[src/rtl/dmem_mmio_bridge_if.sv]
// ---------------------------------------------------------------------------
// dmem_mmio_bridge_if
//
// MMIO device bus between the data-memory bridge (master) and a bank of
// N_PORTS equally spaced device channels (slave).
//
//   io_sel    master->slave  one-hot channel select, held for the whole access
//   io_read   master->slave  read strobe
//   io_write  master->slave  write strobe
//   io_off    master->slave  word offset inside the selected channel
//   io_wdata  master->slave  store data, stable while the strobe is high
//   io_be     master->slave  store byte enables, stable while the strobe is high
//   io_rdata  slave->master  read data, channel k at bits [32k+31:32k]
//   io_ack    slave->master  per-channel acknowledge
// ---------------------------------------------------------------------------
interface dmem_mmio_bridge_if #(
  parameter int N_PORTS     = 4,
  parameter int STRIDE_LOG2 = 2
);
  logic [N_PORTS-1:0]     io_sel;
  logic                   io_read;
  logic                   io_write;
  logic [STRIDE_LOG2-1:0] io_off;
  logic [31:0]            io_wdata;
  logic [3:0]             io_be;
  logic [32*N_PORTS-1:0]  io_rdata;
  logic [N_PORTS-1:0]     io_ack;

  modport master (
    output io_sel, io_read, io_write, io_off, io_wdata, io_be,
    input  io_rdata, io_ack
  );

  modport slave (
    input  io_sel, io_read, io_write, io_off, io_wdata, io_be,
    output io_rdata, io_ack
  );
endinterface

[src/rtl/dmem_mmio_bridge.sv]
// ---------------------------------------------------------------------------
// dmem_mmio_bridge
//
// Splits CPU data accesses between the cached DDR path and a window of
// N_PORTS memory-mapped I/O channels, each 2**STRIDE_LOG2 words wide,
// starting at word address MMIO_BASE.
//
// Cached accesses pass straight through to the cache manage unit with no
// register in the path. MMIO accesses run IDLE -> REQ -> DONE: the request is
// latched, the channel strobe is held until that channel acks or TIMEOUT+1
// REQ cycles elapse, and the CPU is released in DONE with the captured data
// (32'hDEAD_BEEF on timeout).
//
// Ports:
//   clk, rst         clock, asynchronous active-high reset
//   dmem_read_in     CPU load request (held while mem_stall)
//   dmem_write_in    CPU store request (held while mem_stall), wins over read
//   dmem_addr        CPU word address
//   data_from_reg    store data
//   dc_byte_w_en     store byte enables
//   dmem_data_out    load data to the CPU
//   mem_stall        CPU stall
//   dc_read_out      read request to the cache manage unit
//   dc_write_out     write request to the cache manage unit
//   dc_data_in       load data from the cache
//   dc_stall_in      stall from the cache
//   io               MMIO device bus (master side)
//   io_timeout       one-cycle pulse in the DONE cycle of a timed-out access
//   io_err_addr      word address of the most recent timed-out access
// ---------------------------------------------------------------------------
module dmem_mmio_bridge #(
  parameter int          N_PORTS     = 4,
  parameter logic [29:0] MMIO_BASE   = 30'h1000,
  parameter int          STRIDE_LOG2 = 2,
  parameter int          TIMEOUT     = 15
) (
  input  logic                clk,
  input  logic                rst,
  input  logic                dmem_read_in,
  input  logic                dmem_write_in,
  input  logic [29:0]         dmem_addr,
  input  logic [31:0]         data_from_reg,
  input  logic [3:0]          dc_byte_w_en,
  output logic [31:0]         dmem_data_out,
  output logic                mem_stall,
  output logic                dc_read_out,
  output logic                dc_write_out,
  input  logic [31:0]         dc_data_in,
  input  logic                dc_stall_in,
  dmem_mmio_bridge_if.master  io,
  output logic                io_timeout,
  output logic [29:0]         io_err_addr
);

  localparam int          K_W    = (N_PORTS > 1) ? $clog2(N_PORTS) : 1;
  localparam int          CNT_W  = $clog2(TIMEOUT + 1);
  localparam logic [29:0] WINDOW = 30'(N_PORTS) << STRIDE_LOG2;

  typedef enum logic [1:0] {IDLE, REQ, DONE} state_t;

  state_t             state_reg;
  logic [K_W-1:0]     k_reg;
  logic [CNT_W-1:0]   cnt_reg;
  logic [29:0]        addr_reg;
  logic [31:0]        rdata_reg;

  // Subtracting the base first makes addresses below the window wrap to a
  // large value, so a single unsigned compare covers both window edges.
  logic [29:0]        addr_diff;
  logic               hit;
  logic               req_active;
  logic               mmio_start;
  logic [K_W-1:0]     k_idx;
  logic [N_PORTS-1:0] sel_dec;
  logic [31:0]        rdata_arr [N_PORTS];
  logic               ack_sel;

  assign addr_diff  = dmem_addr - MMIO_BASE;
  assign hit        = addr_diff < WINDOW;
  assign req_active = dmem_read_in | dmem_write_in;
  assign mmio_start = (state_reg == IDLE) && req_active && hit;
  assign k_idx      = K_W'(addr_diff >> STRIDE_LOG2);
  assign ack_sel    = io.io_ack[k_reg];

  for (genvar gi = 0; gi < N_PORTS; gi++) begin : g_port
    assign sel_dec[gi]   = (k_idx == K_W'(gi));
    assign rdata_arr[gi] = io.io_rdata[32*gi +: 32];
  end

  always_ff @(posedge clk or posedge rst) begin
    if (rst) begin
      state_reg   <= IDLE;
      k_reg       <= '0;
      cnt_reg     <= '0;
      addr_reg    <= '0;
      rdata_reg   <= '0;
      io.io_sel   <= '0;
      io.io_read  <= 1'b0;
      io.io_write <= 1'b0;
      io.io_off   <= '0;
      io.io_wdata <= '0;
      io.io_be    <= '0;
      io_timeout  <= 1'b0;
      io_err_addr <= '0;
    end else begin
      io_timeout <= 1'b0;
      case (state_reg)
        IDLE: begin
          if (mmio_start) begin
            state_reg   <= REQ;
            k_reg       <= k_idx;
            cnt_reg     <= '0;
            addr_reg    <= dmem_addr;
            io.io_sel   <= sel_dec;
            // A simultaneous read and write is treated as a write.
            io.io_write <= dmem_write_in;
            io.io_read  <= ~dmem_write_in;
            io.io_off   <= addr_diff[STRIDE_LOG2-1:0];
            io.io_wdata <= data_from_reg;
            io.io_be    <= dc_byte_w_en;
          end
        end
        REQ: begin
          cnt_reg <= cnt_reg + 1'b1;
          // Ack is tested before the timeout so a last-cycle ack still wins.
          if (ack_sel) begin
            rdata_reg   <= io.io_write ? 32'h0 : rdata_arr[k_reg];
            state_reg   <= DONE;
            io.io_sel   <= '0;
            io.io_read  <= 1'b0;
            io.io_write <= 1'b0;
          end else if (cnt_reg == CNT_W'(TIMEOUT)) begin
            rdata_reg   <= 32'hDEAD_BEEF;
            io_err_addr <= addr_reg;
            io_timeout  <= 1'b1;
            state_reg   <= DONE;
            io.io_sel   <= '0;
            io.io_read  <= 1'b0;
            io.io_write <= 1'b0;
          end
        end
        DONE:    state_reg <= IDLE;
        default: state_reg <= IDLE;
      endcase
    end
  end

  // CPU/cache side. Only IDLE without a window hit touches the cache.
  always_comb begin
    dc_read_out   = 1'b0;
    dc_write_out  = 1'b0;
    mem_stall     = 1'b1;
    dmem_data_out = dc_data_in;
    case (state_reg)
      IDLE: begin
        if (!(req_active && hit)) begin
          dc_read_out  = dmem_read_in;
          dc_write_out = dmem_write_in;
          mem_stall    = dc_stall_in;
        end
      end
      REQ:  mem_stall = 1'b1;
      DONE: begin
        mem_stall     = 1'b0;
        dmem_data_out = rdata_reg;
      end
      default: mem_stall = 1'b1;
    endcase
  end

endmodule

[src/flat_wrapper.sv]
// flat-port wrapper written by rule: the top's interface ports become plain ports
module dmem_mmio_bridge_flat 
#(
  parameter int          N_PORTS     = 4,
  parameter logic [29:0] MMIO_BASE   = 30'h1000,
  parameter int          STRIDE_LOG2 = 2,
  parameter int          TIMEOUT     = 15
)
  (clk, rst, dmem_read_in, dmem_write_in, dmem_addr, data_from_reg, dc_byte_w_en, dmem_data_out, mem_stall, dc_read_out, dc_write_out, dc_data_in, dc_stall_in, io_timeout, io_err_addr, io_io_sel, io_io_read, io_io_write, io_io_off, io_io_wdata, io_io_be, io_io_rdata, io_io_ack);
  dmem_mmio_bridge_if #(.N_PORTS(N_PORTS), .STRIDE_LOG2(STRIDE_LOG2)) io_i ();
  input  logic clk;
  input  logic rst;
  input  logic dmem_read_in;
  input  logic dmem_write_in;
  input  logic [29:0] dmem_addr;
  input  logic [31:0] data_from_reg;
  input  logic [3:0] dc_byte_w_en;
  output logic [31:0] dmem_data_out;
  output logic mem_stall;
  output logic dc_read_out;
  output logic dc_write_out;
  input  logic [31:0] dc_data_in;
  input  logic dc_stall_in;
  output logic io_timeout;
  output logic [29:0] io_err_addr;
  output wire logic [$bits(io_i.io_sel)-1:0] io_io_sel;
  output wire logic [$bits(io_i.io_read)-1:0] io_io_read;
  output wire logic [$bits(io_i.io_write)-1:0] io_io_write;
  output wire logic [$bits(io_i.io_off)-1:0] io_io_off;
  output wire logic [$bits(io_i.io_wdata)-1:0] io_io_wdata;
  output wire logic [$bits(io_i.io_be)-1:0] io_io_be;
  input wire logic [$bits(io_i.io_rdata)-1:0] io_io_rdata;
  input wire logic [$bits(io_i.io_ack)-1:0] io_io_ack;
  assign io_io_sel = io_i.io_sel;
  assign io_io_read = io_i.io_read;
  assign io_io_write = io_i.io_write;
  assign io_io_off = io_i.io_off;
  assign io_io_wdata = io_i.io_wdata;
  assign io_io_be = io_i.io_be;
  assign io_i.io_rdata = io_io_rdata;
  assign io_i.io_ack = io_io_ack;
  dmem_mmio_bridge #(.N_PORTS(N_PORTS), .MMIO_BASE(MMIO_BASE), .STRIDE_LOG2(STRIDE_LOG2), .TIMEOUT(TIMEOUT)) u_core (.clk(clk), .rst(rst), .dmem_read_in(dmem_read_in), .dmem_write_in(dmem_write_in), .dmem_addr(dmem_addr), .data_from_reg(data_from_reg), .dc_byte_w_en(dc_byte_w_en), .dmem_data_out(dmem_data_out), .mem_stall(mem_stall), .dc_read_out(dc_read_out), .dc_write_out(dc_write_out), .dc_data_in(dc_data_in), .dc_stall_in(dc_stall_in), .io(io_i), .io_timeout(io_timeout), .io_err_addr(io_err_addr));
endmodule
[config.mk]
export PLATFORM = sky130hd
export DESIGN_NAME = dmem_mmio_bridge_flat
export DESIGN_NICKNAME = d
export VERILOG_FILES = /design/src/rtl/dmem_mmio_bridge_if.sv /design/src/rtl/dmem_mmio_bridge.sv /design/src/flat_wrapper.sv
export SDC_FILE = /design/constraint.sdc
export NUM_CORES = 1
export LEC_CHECK = 0
export BUFFER_PORTS_ARGS = -buffer_cell sky130_fd_sc_hd__clkbuf_2
export CAP_MARGIN = 25
export CORE_MARGIN = 3
export CORE_UTILIZATION = 35
export DETAILED_ROUTE_END_ITERATION = 8
export PLACE_DENSITY_LB_ADDON = 0.15
export SETUP_SLACK_MARGIN = 0.15
export SLEW_MARGIN = 40
export SYNTH_ARGS = -nofsm -noshare
export SYNTH_HDL_FRONTEND = slang
export SYNTH_SLANG_ARGS = --single-unit
[constraint.sdc]
create_clock -name clk -period 5.4 [get_ports clk]
set_input_delay 1.08 -clock clk [delete_from_list [all_inputs] [get_ports clk]]
set_output_delay 1.08 -clock clk [all_outputs]
set_load 0.02 [all_outputs]
==> results.sh, run 1 <==
export IMPL_r2r_start="u_core.addr_reg[2]"
export IMPL_fin_ws_ns=1.46
export IMPL_outcome="complete, no violations"
export IMPL_grt_setup_unrepaired="no"
export IMPL_synth_edf_count=0
export IMPL_path_cells="clkbuf_2 > nor3_1 > nand4_1 > a211o_1 > or4b_4 > nand2_1 > clkbuf_2"
export IMPL_grt_pass1_wl_um=31700
export IMPL_cp_end_kind="output port"
export IMPL_yosys_warnings=0
export IMPL_min_delay_path_class="register to register"
export IMPL_holdWs_ns=0.470
export IMPL_crit_path_max_incr_delay_ns=0.52
export IMPL_clockBufferDepth=2
export IMPL_nNetsFinal=1057
export IMPL_period_needed_ns=3.94
export IMPL_ctsHoldBuffers=0
export IMPL_dr_pass1_iters=4
export IMPL_path_clk_slew_ns=0.06
export IMPL_wl_um=19800
export IMPL_min_period_over_period_pct=73.0
export IMPL_ios=345
export IMPL_grt_use_total_pct=18.8
export IMPL_post_route_drc_count=0
export IMPL_holdPathStages=1
export IMPL_synth_ff_type="dfrtp_1"
export IMPL_cp_slowest_cell="or4b_4"
export IMPL_area_delta_synth_final_pct=38.2
export IMPL_h_tree_depth=4
export IMPL_drt_iter0_markers=187
export IMPL_grt_antenna_before_repair=1
export IMPL_hpwl_um=15000
export IMPL_critPathMaxFanout=4
export IMPL_cap_violations=0
export IMPL_ys_types=42
export IMPL_cts_resized=0
export IMPL_synth_largest_area_cell="dfrtp_1"
export IMPL_die_area_mm2=0.0211
export IMPL_cts_buffers=17
export IMPL_syn_inst=484
export IMPL_n_antenna_cell=0
export IMPL_ys_seq_elements=141
export IMPL_initial_utilization_pct=35.9
export IMPL_finalSetupViolCount=0
export IMPL_cpMostUsedCell="clkbuf_2"
export IMPL_reg2reg_slack_ns=2.97
export IMPL_p_per_area_mw_per_mm2=272
export IMPL_clock_fmax_ghz=0.254
export IMPL_holdCritStartpoint="u_core.addr_reg[12]"
export IMPL_ctsRootBufferMaster="clkbuf_16"
export IMPL_p_leak_nw=4.94
export IMPL_layout_common_cells="clkbuf_2, dfrtp_1, mux2_2"
export IMPL_cts_setup_buffers=0
export IMPL_wl_per_cell_um=18.1
export IMPL_fin_tns_setup_ns=0
export IMPL_num_vias=5317
export IMPL_maxSlewViolCount=0
export IMPL_layout_commonest_cell="clkbuf_2"
export IMPL_reg2reg_to="u_core.io_err_addr[9]"
export IMPL_cp_top_family="simple AND/OR/NAND/NOR gates"
export IMPL_cts_tree="built"
export IMPL_vdd_ir_drop_max_mv=0.203
export IMPL_clk_latency_ns=0.41
export IMPL_synth_yosys_seq_area_share_pct=52.1
export IMPL_cp_required_ns=4.32
export IMPL_ant_nets=0
export IMPL_postSynthAreaPerCell_um2=14.0
export IMPL_holdPathEnd="u_core.addr_reg[12]"
export IMPL_final_hold_viol_count=0
export IMPL_n_fill_cell=1767
export IMPL_fin_util_pct=49.6
export IMPL_synthArstFlopShare_pct=100
export IMPL_via_per_inst=4.86
export IMPL_slew_headroom_pct=44.9
export IMPL_die_h_um=145
export IMPL_cts_sinks=141
export IMPL_arrival_ns=2.86
export IMPL_grt_max_degree=99
export IMPL_path_class="input pin to output port"
export IMPL_crit_buf_inv=2
export IMPL_drive_gt1_share_pct=63.5
export IMPL_fp_row_count=50
export IMPL_synth_top_area_share_pct=52.1
export IMPL_syn_area_mm2=0.00678
export IMPL_fp_dieW_um=145
export IMPL_ff2ff_path_depth=4
export IMPL_port_buffers=344
export IMPL_synth_area_leaders="dfrtp_1, mux2_2, mux4_2"
export IMPL_start_kind="input pin"
export IMPL_core_area_mm2=0.0189
export IMPL_finClkSkew_ns=0.00606
export IMPL_grt_overflow=0
export IMPL_worstMarginPinSlew_ns=0.824
export IMPL_place_gp_congestion=0.870
export IMPL_grt_pass1_vias=5994
export IMPL_syn_num_nets=720
export IMPL_pre_cts_ws_ns=1.51
## cell type report
type | instances | area, µm² | share of cell area [%]
Multi-Input combinational cell | 306 | 3080 | 32.9
Clock inverter | 13 | 190 | 2.03
Tap cell | 260 | 325 | 3.47
Timing Repair Buffer | 351 | 1780 | 19.0
Inverter | 4 | 22.5 | 0.240
Clock buffer | 19 | 443 | 4.73
Sequential cell | 141 | 3530 | 37.7
## synthesized netlist by cell type (2+ instances only)
library cell / n
or3_1: 2
nand4_1: 2
nand3_1: 3
mux4_2: 33
dfrtp_1: 141
a31o_2: 2
nor4_1: 5
buf_6: 6
o22a_1: 24
mux2_2: 88
or2_2: 3
buf_2: 5
mux2_4: 14
and2_1: 27
buf_4: 2
a21oi_1: 2
clkbuf_1: 16
inv_1: 3
nand2b_1: 13
nand2_1: 20
nor2b_1: 27
nor2_1: 7
mux2i_1: 6
nor3_1: 2
buf_1: 4
o21ai_0: 11
## metal layers
metal	global-route usage [%]	vias up	part of all wire [%]
met5	0	-	0.066
met4	6.51	2	2.4
met3	6.25	50	7.4
met2	34.0	232	53
met1	20.5	2595	38
li1	-	2438	-
## cells by family (layout without fill, tap and decap cells)
kind of cell	count (synthesis)	count (layout)	share of synthesized area (%)
AOI/OAI and AO/OA	46	46	5.28
buffers and inverters	37	387	2.92
xor gates and xnor gates	1	1	0.129
and+or+nand+nor	117	117	9.86
DFF	141	141	52.1
adders and majority gates	1	1	0.185
muxes	141	141	29.6
## metrics by stage
stage	instance area, µm²	total power, mW	instances
2_1_floorplan	6780	1.22	484
3_3_place_gp	8720	1.34	1062
3_5_place_dp	8730	1.34	1062
4_1_cts	9370	2.59	1094
5_1_grt	9370	2.66	1094
6_report	9370	2.55	1094
## where the power goes
part           internal, mW  total [mW]  switching [mW]
clock network         0.787        1.23           0.440
registers              1.08        1.10          0.0173
logic                 0.125       0.224          0.0995
total                  1.99        2.55           0.557
## how the worst max path moves through the flow
stage                         end     startpoint  slack (ns)  depth (start not counted)
4_1_cts                 mem_stall  dmem_addr[19]        1.50                          7
5_1_grt                 mem_stall  dmem_addr[19]        1.43                          7
2_1_floorplan  u_core.addr_reg[0]            rst        0.54                          1
6_report                mem_stall  dmem_addr[13]        1.46                          7
3_3_place_gp            mem_stall  dmem_addr[19]        1.58                          7
3_5_place_dp            mem_stall  dmem_addr[13]        1.51                          7
Note: power is estimated with default switching activity, not from simulation.
==> inputs of run 2 (changes only) <==
- clock period: 5.4 -> 3.35 ns (I/O delays scaled with it)
==> run 2 against run 1 <==
Via count about the same. First-iteration DRC count is 28% lower. Combinational power grew 62%. Core utilization unchanged. Global-route usage grew 0.24 points. Clock power is 53% higher. Cell count is 0.46% higher. Routed wire length rose by 1.1%. Worst setup slack worse by 1.2 ns. Clock-buffer cell count is 1 higher.
==> results.sh, run 2 (synthesis results as in run 1) <==
export IMPL_num_vias=5312
export IMPL_ctsHoldBuffers=0
export IMPL_fin_tns_setup_ns=0
export IMPL_seq_area_mm2=0.00353
export IMPL_sequentialPowerShare_pct=44.2
export IMPL_ff2ff_path_depth=6
export IMPL_area_delta_synth_final_pct=38.2
export IMPL_critPathMaxFanout=3
export IMPL_vdd_ir_drop_max_mv=0.310
export IMPL_multi_input_area_mm2=0.00307
export IMPL_initial_utilization_pct=35.9
export IMPL_layout_commonest_cell="clkbuf_2"
export IMPL_cp_required_ns=2.68
export IMPL_cts_sinks=141
export IMPL_fp_row_count=50
export IMPL_cts_buffers=17
export IMPL_arrival_ns=2.42
export IMPL_endpoint="mem_stall"
export IMPL_reg2reg_to="u_core.io.io_wdata[2]"
export IMPL_port_buffers=344
export IMPL_comb_power_share_pct=9.0
export IMPL_reg2reg_slack_ns=1.01
export IMPL_worstMarginPinSlew_ns=0.701
export IMPL_n_antenna_cell=0
export IMPL_cts_setup_buffers=0
export IMPL_p_clk_share_pct=46.8
export IMPL_place_gp_congestion=0.885
export IMPL_h_tree_depth=4
export IMPL_post_route_drc_count=0
export IMPL_cts_resized=0
export IMPL_dr_pass1_iters=4
export IMPL_pre_cts_ws_ns=0.258
export IMPL_wl_per_cell_um=18.2
export IMPL_n_fill_cell=1733
export IMPL_power_mw=4.02
export IMPL_wl_um=20000
export IMPL_clock_fmax_ghz=0.323
export IMPL_cp_end_kind="output port"
export IMPL_die_area_mm2=0.0211
export IMPL_switchingPower_mw=0.911
export IMPL_outcome="complete, no violations"
export IMPL_via_per_inst=4.83
export IMPL_grt_max_degree=65
export IMPL_drt_iter0_markers=134
export IMPL_path_class="input pin to output port"
export IMPL_fp_dieW_um=145
export IMPL_die_h_um=145
export IMPL_grt_setup_unrepaired="no"
export IMPL_grt_use_total_pct=19.0
export IMPL_period_needed_ns=3.09
export IMPL_layout_common_cells="clkbuf_2, dfrtp_1, mux2_2"
export IMPL_hpwl_um=15700
export IMPL_final_hold_viol_count=0
export IMPL_finalSetupViolCount=0
export IMPL_p_per_area_mw_per_mm2=429
export IMPL_clockBufferDepth=2
export IMPL_ant_nets=0
export IMPL_intPower_mw=3.11
export IMPL_fin_ws_ns=0.256
export IMPL_switching_share_pct=22.7
export IMPL_maxSlewViolCount=0
export IMPL_ctsRootBufferMaster="clkbuf_16"
export IMPL_finClkSkew_ns=0.00763
export IMPL_cap_violations=0
export IMPL_ios=345
export IMPL_r2r_start="u_core.state_reg[0]"
export IMPL_clk_latency_ns=0.41
export IMPL_grt_pass1_vias=5847
export IMPL_core_area_mm2=0.0189
export IMPL_slew_headroom_pct=53.3
export IMPL_drive_gt1_share_pct=64.0
export IMPL_crit_path_start="dmem_addr[19]"
export IMPL_min_period_over_period_pct=92.4
export IMPL_min_delay_path_class="input pin to async pin"
export IMPL_nNetsFinal=1062
export IMPL_p_leak_nw=4.94
export IMPL_path_clk_slew_ns=0.06
export IMPL_grt_pass1_wl_um=32000
export IMPL_cts_tree="built"
export IMPL_start_kind="input pin"
export IMPL_grt_antenna_before_repair=1
export IMPL_grt_overflow=0
run 2: worst min-delay path by stage:
stage,start,end,slack (ns),cells past startpoint
floorplan,u_core.addr_reg[12],u_core.addr_reg[12],0.43,1
global placement,u_core.addr_reg[12],u_core.addr_reg[12],0.44,1
finish,rst,u_core.io_err_addr[13],0.18,2
global route,rst,u_core.io_err_addr[18],0.19,2
detailed placement,u_core.addr_reg[12],u_core.addr_reg[12],0.45,1
CTS,rst,u_core.io_err_addr[13],0.16,2
run 2: power groups by stage:
stage                     clock network [mW]  logic [mW]  registers [mW]
after floorplan                            0       0.170            1.79
after global placement                     0       0.357            1.80
after detailed placement                   0       0.366            1.81
after CTS                               1.93       0.368            1.77
after global routing                    2.01       0.399            1.78
final                                   1.88       0.362            1.78
run 2: per-layer routing:
metal / GRT usage (%) / vias up / share of wire [%]
met4: 6.84 / 0 / 2.6
met5: 0 / - / 0
li1: - / 2456 / -
met2: 34.0 / 211 / 53
met1: 21.6 / 2603 / 38
met3: 5.59 / 42 / 6.9
run 2: critical path, stage by stage:
cell      delay (ns)
clkbuf_2        0.10
or4_1           0.54
o41ai_2         0.24
nand3_1         0.12
or4b_4          0.52
nand2_1         0.08
clkbuf_2        0.16
run 2: stage by stage:
| stage | hold slack [ns] | instance area [µm²] | utilization, % | cells |
|---|---|---|---|---|
| 6_report | 0.183 | 9370 | 49.6 | 1099 |
| 5_1_grt | 0.186 | 9370 | 49.6 | 1099 |
| 4_1_cts | 0.164 | 9370 | 49.6 | 1099 |
| 3_5_place_dp | 0.450 | 8760 | 46.4 | 1067 |
| 3_3_place_gp | 0.444 | 8760 | 46.4 | 1067 |
| 2_1_floorplan | 0.428 | 6780 | - | 484 |
run 2: final cells by class:
type	instances	share of cell area, %
inverter	4	0.200
multi-input combinational	306	32.8
clock buffer	20	4.98
timing repair buffer	356	19.5
sequential	141	37.7
clock inverter	12	1.44
tap	260	3.47
==> inputs of run 3 (changes only) <==
- CORE_UTILIZATION: 35 -> 25
==> run 3 against run 2 <==
Flip-flop and latch count unchanged. Cell count rose by 7.0%. Critical path depth is the same. Die area rose by 38%. Via count down 3.0%. Global-route usage decreased by 5.2 points. Combinational power about the same.
==> results.sh, run 3 (synthesis results as in run 1) <==
export IMPL_hpwl_um=15500
export IMPL_outcome="complete, no violations"
export IMPL_ff2ff_path_depth=6
export IMPL_h_tree_depth=4
export IMPL_grt_pass1_vias=5500
export IMPL_maxSlewViolCount=0
export IMPL_final_hold_viol_count=0
export IMPL_ant_nets=0
export IMPL_n_fill_cell=2659
export IMPL_start_kind="input pin"
export IMPL_grt_overflow=0
export IMPL_initial_utilization_pct=25.7
export IMPL_cp_slowest_cell="or4b_4"
export IMPL_cts_resized=0
export IMPL_p_per_area_mw_per_mm2=423
export IMPL_crit_buf_inv=2
export IMPL_clockBufferDepth=2
export IMPL_slew_headroom_pct=53.6
export IMPL_post_route_drc_count=0
export IMPL_path_depth=7
export IMPL_cp_end_kind="output port"
export IMPL_path_class="input pin to output port"
export IMPL_fin_util_pct=36.0
export IMPL_via_per_inst=4.38
export IMPL_period_needed_ns=3.07
export IMPL_cap_violations=0
export IMPL_num_vias=5152
export IMPL_fp_dieW_um=171
export IMPL_cts_buffers=17
export IMPL_arrival_ns=2.40
export IMPL_area_delta_synth_final_pct=40.0
export IMPL_cp_required_ns=2.68
export IMPL_clock_fmax_ghz=0.326
export IMPL_grt_antenna_before_repair=0
export IMPL_grt_setup_unrepaired="no"
export IMPL_min_period_over_period_pct=91.6
export IMPL_cts_tree="built"
export IMPL_drt_iter0_markers=255
export IMPL_cts_setup_buffers=0
export IMPL_path_clk_slew_ns=0.06
export IMPL_cp_top_family="simple AND/OR/NAND/NOR gates"
export IMPL_clk_latency_ns=0.41
export IMPL_cpMostUsedCell="clkbuf_2"
export IMPL_crit_path_max_incr_delay_ns=0.57
export IMPL_nNetsFinal=1064
export IMPL_cts_sinks=141
export IMPL_finalSetupViolCount=0
export IMPL_layout_common_cells="clkbuf_2, dfrtp_1, mux2_2"
export IMPL_grt_use_total_pct=13.8
export IMPL_vdd_ir_drop_max_mv=0.271
export IMPL_die_h_um=171
export IMPL_grt_pass1_wl_um=31000
export IMPL_multi_input_area_mm2=0.00307
export IMPL_ios=345
export IMPL_wl_um=20300
export IMPL_finClkSkew_ns=0.00637
export IMPL_dr_pass1_iters=7
export IMPL_fp_row_count=59
export IMPL_grt_max_degree=63
export IMPL_die_area_mm2=0.0291
export IMPL_drive_gt1_share_pct=63.7
export IMPL_place_gp_congestion=0.764
export IMPL_ctsHoldBuffers=0
export IMPL_fin_tns_setup_ns=0
export IMPL_ctsRootBufferMaster="clkbuf_16"
export IMPL_path_cells="clkbuf_2 > nor4_1 > nand4_1 > or2_2 > or4b_4 > nand2_1 > clkbuf_2"
export IMPL_seq_area_mm2=0.00353
export IMPL_port_buffers=344
export IMPL_min_delay_path_class="input pin to async pin"
export IMPL_critPathMaxFanout=4
export IMPL_layout_commonest_cell="clkbuf_2"
export IMPL_n_antenna_cell=0
export IMPL_worstMarginPinSlew_ns=0.695
export IMPL_core_area_mm2=0.0264
export IMPL_p_leak_nw=4.95
export IMPL_wl_per_cell_um=17.3
==> run 3: changes by cell type in the layout (fill, tap and decap cells not counted) <==
cell / change
clkinv_4: +1
buf_12: +1
clkbuf_1: +2
nand2_2: -1
clkbuf_8: -2
buf_16: +1
clkinvlp_4: -1
nand2_1: +1
==> run 3: final timing paths <==
path	from	end	slack [ns]
setup / recovery	dmem_addr[13]	mem_stall	0.28
hold / removal	rst	u_core.io.io_wdata[29]	0.25
setup reg to reg	u_core.state_reg[0]	u_core.io.io_be[0]	1.15
hold reg to reg	u_core.addr_reg[12]	u_core.addr_reg[12]	0.47
max in group asynchronous	rst	u_core.addr_reg[2]	2.15
min in group clk	u_core.addr_reg[12]	u_core.addr_reg[12]	0.47
==> run 3: power by group <==
group,switching [mW],internal [mW]
clock,0.753,1.12
combinational,0.158,0.207
sequential,0.0256,1.74
==> run 3: layer usage <==
layer  wire (µm)  global-route usage (%)
met5           0                       0
met4         204                    3.63
met3        1190                    2.98
met2       10400                    23.9
met1        8570                    17.4
==> run 3: area by class of cell <==
cell class                      instances  area share (%)
Multi-Input combinational cell        306            32.3
Tap cell                              335            4.42
Inverter                                4           0.198
Timing Repair Buffer                  358            19.7
Sequential cell                       141            37.2
Clock buffer                           20            4.71
Clock inverter                         12            1.44
==> run 3: metrics by stage <==
stage / instance area, µm² / instances / power, mW / hold WS (ns) / setup slack [ns]
3_3_place_gp: 8880 / 1143 / 2.17 / 0.451 / 0.277
5_1_grt: 9490 / 1176 / 4.22 / 0.257 / 0.170
6_report: 9490 / 1176 / 4.01 / 0.254 / 0.282
4_1_cts: 9460 / 1175 / 4.09 / 0.366 / 0.262
3_5_place_dp: 8880 / 1143 / 2.17 / 0.447 / 0.262
2_1_floorplan: 6780 / 484 / 1.96 / 0.428 / 0.239
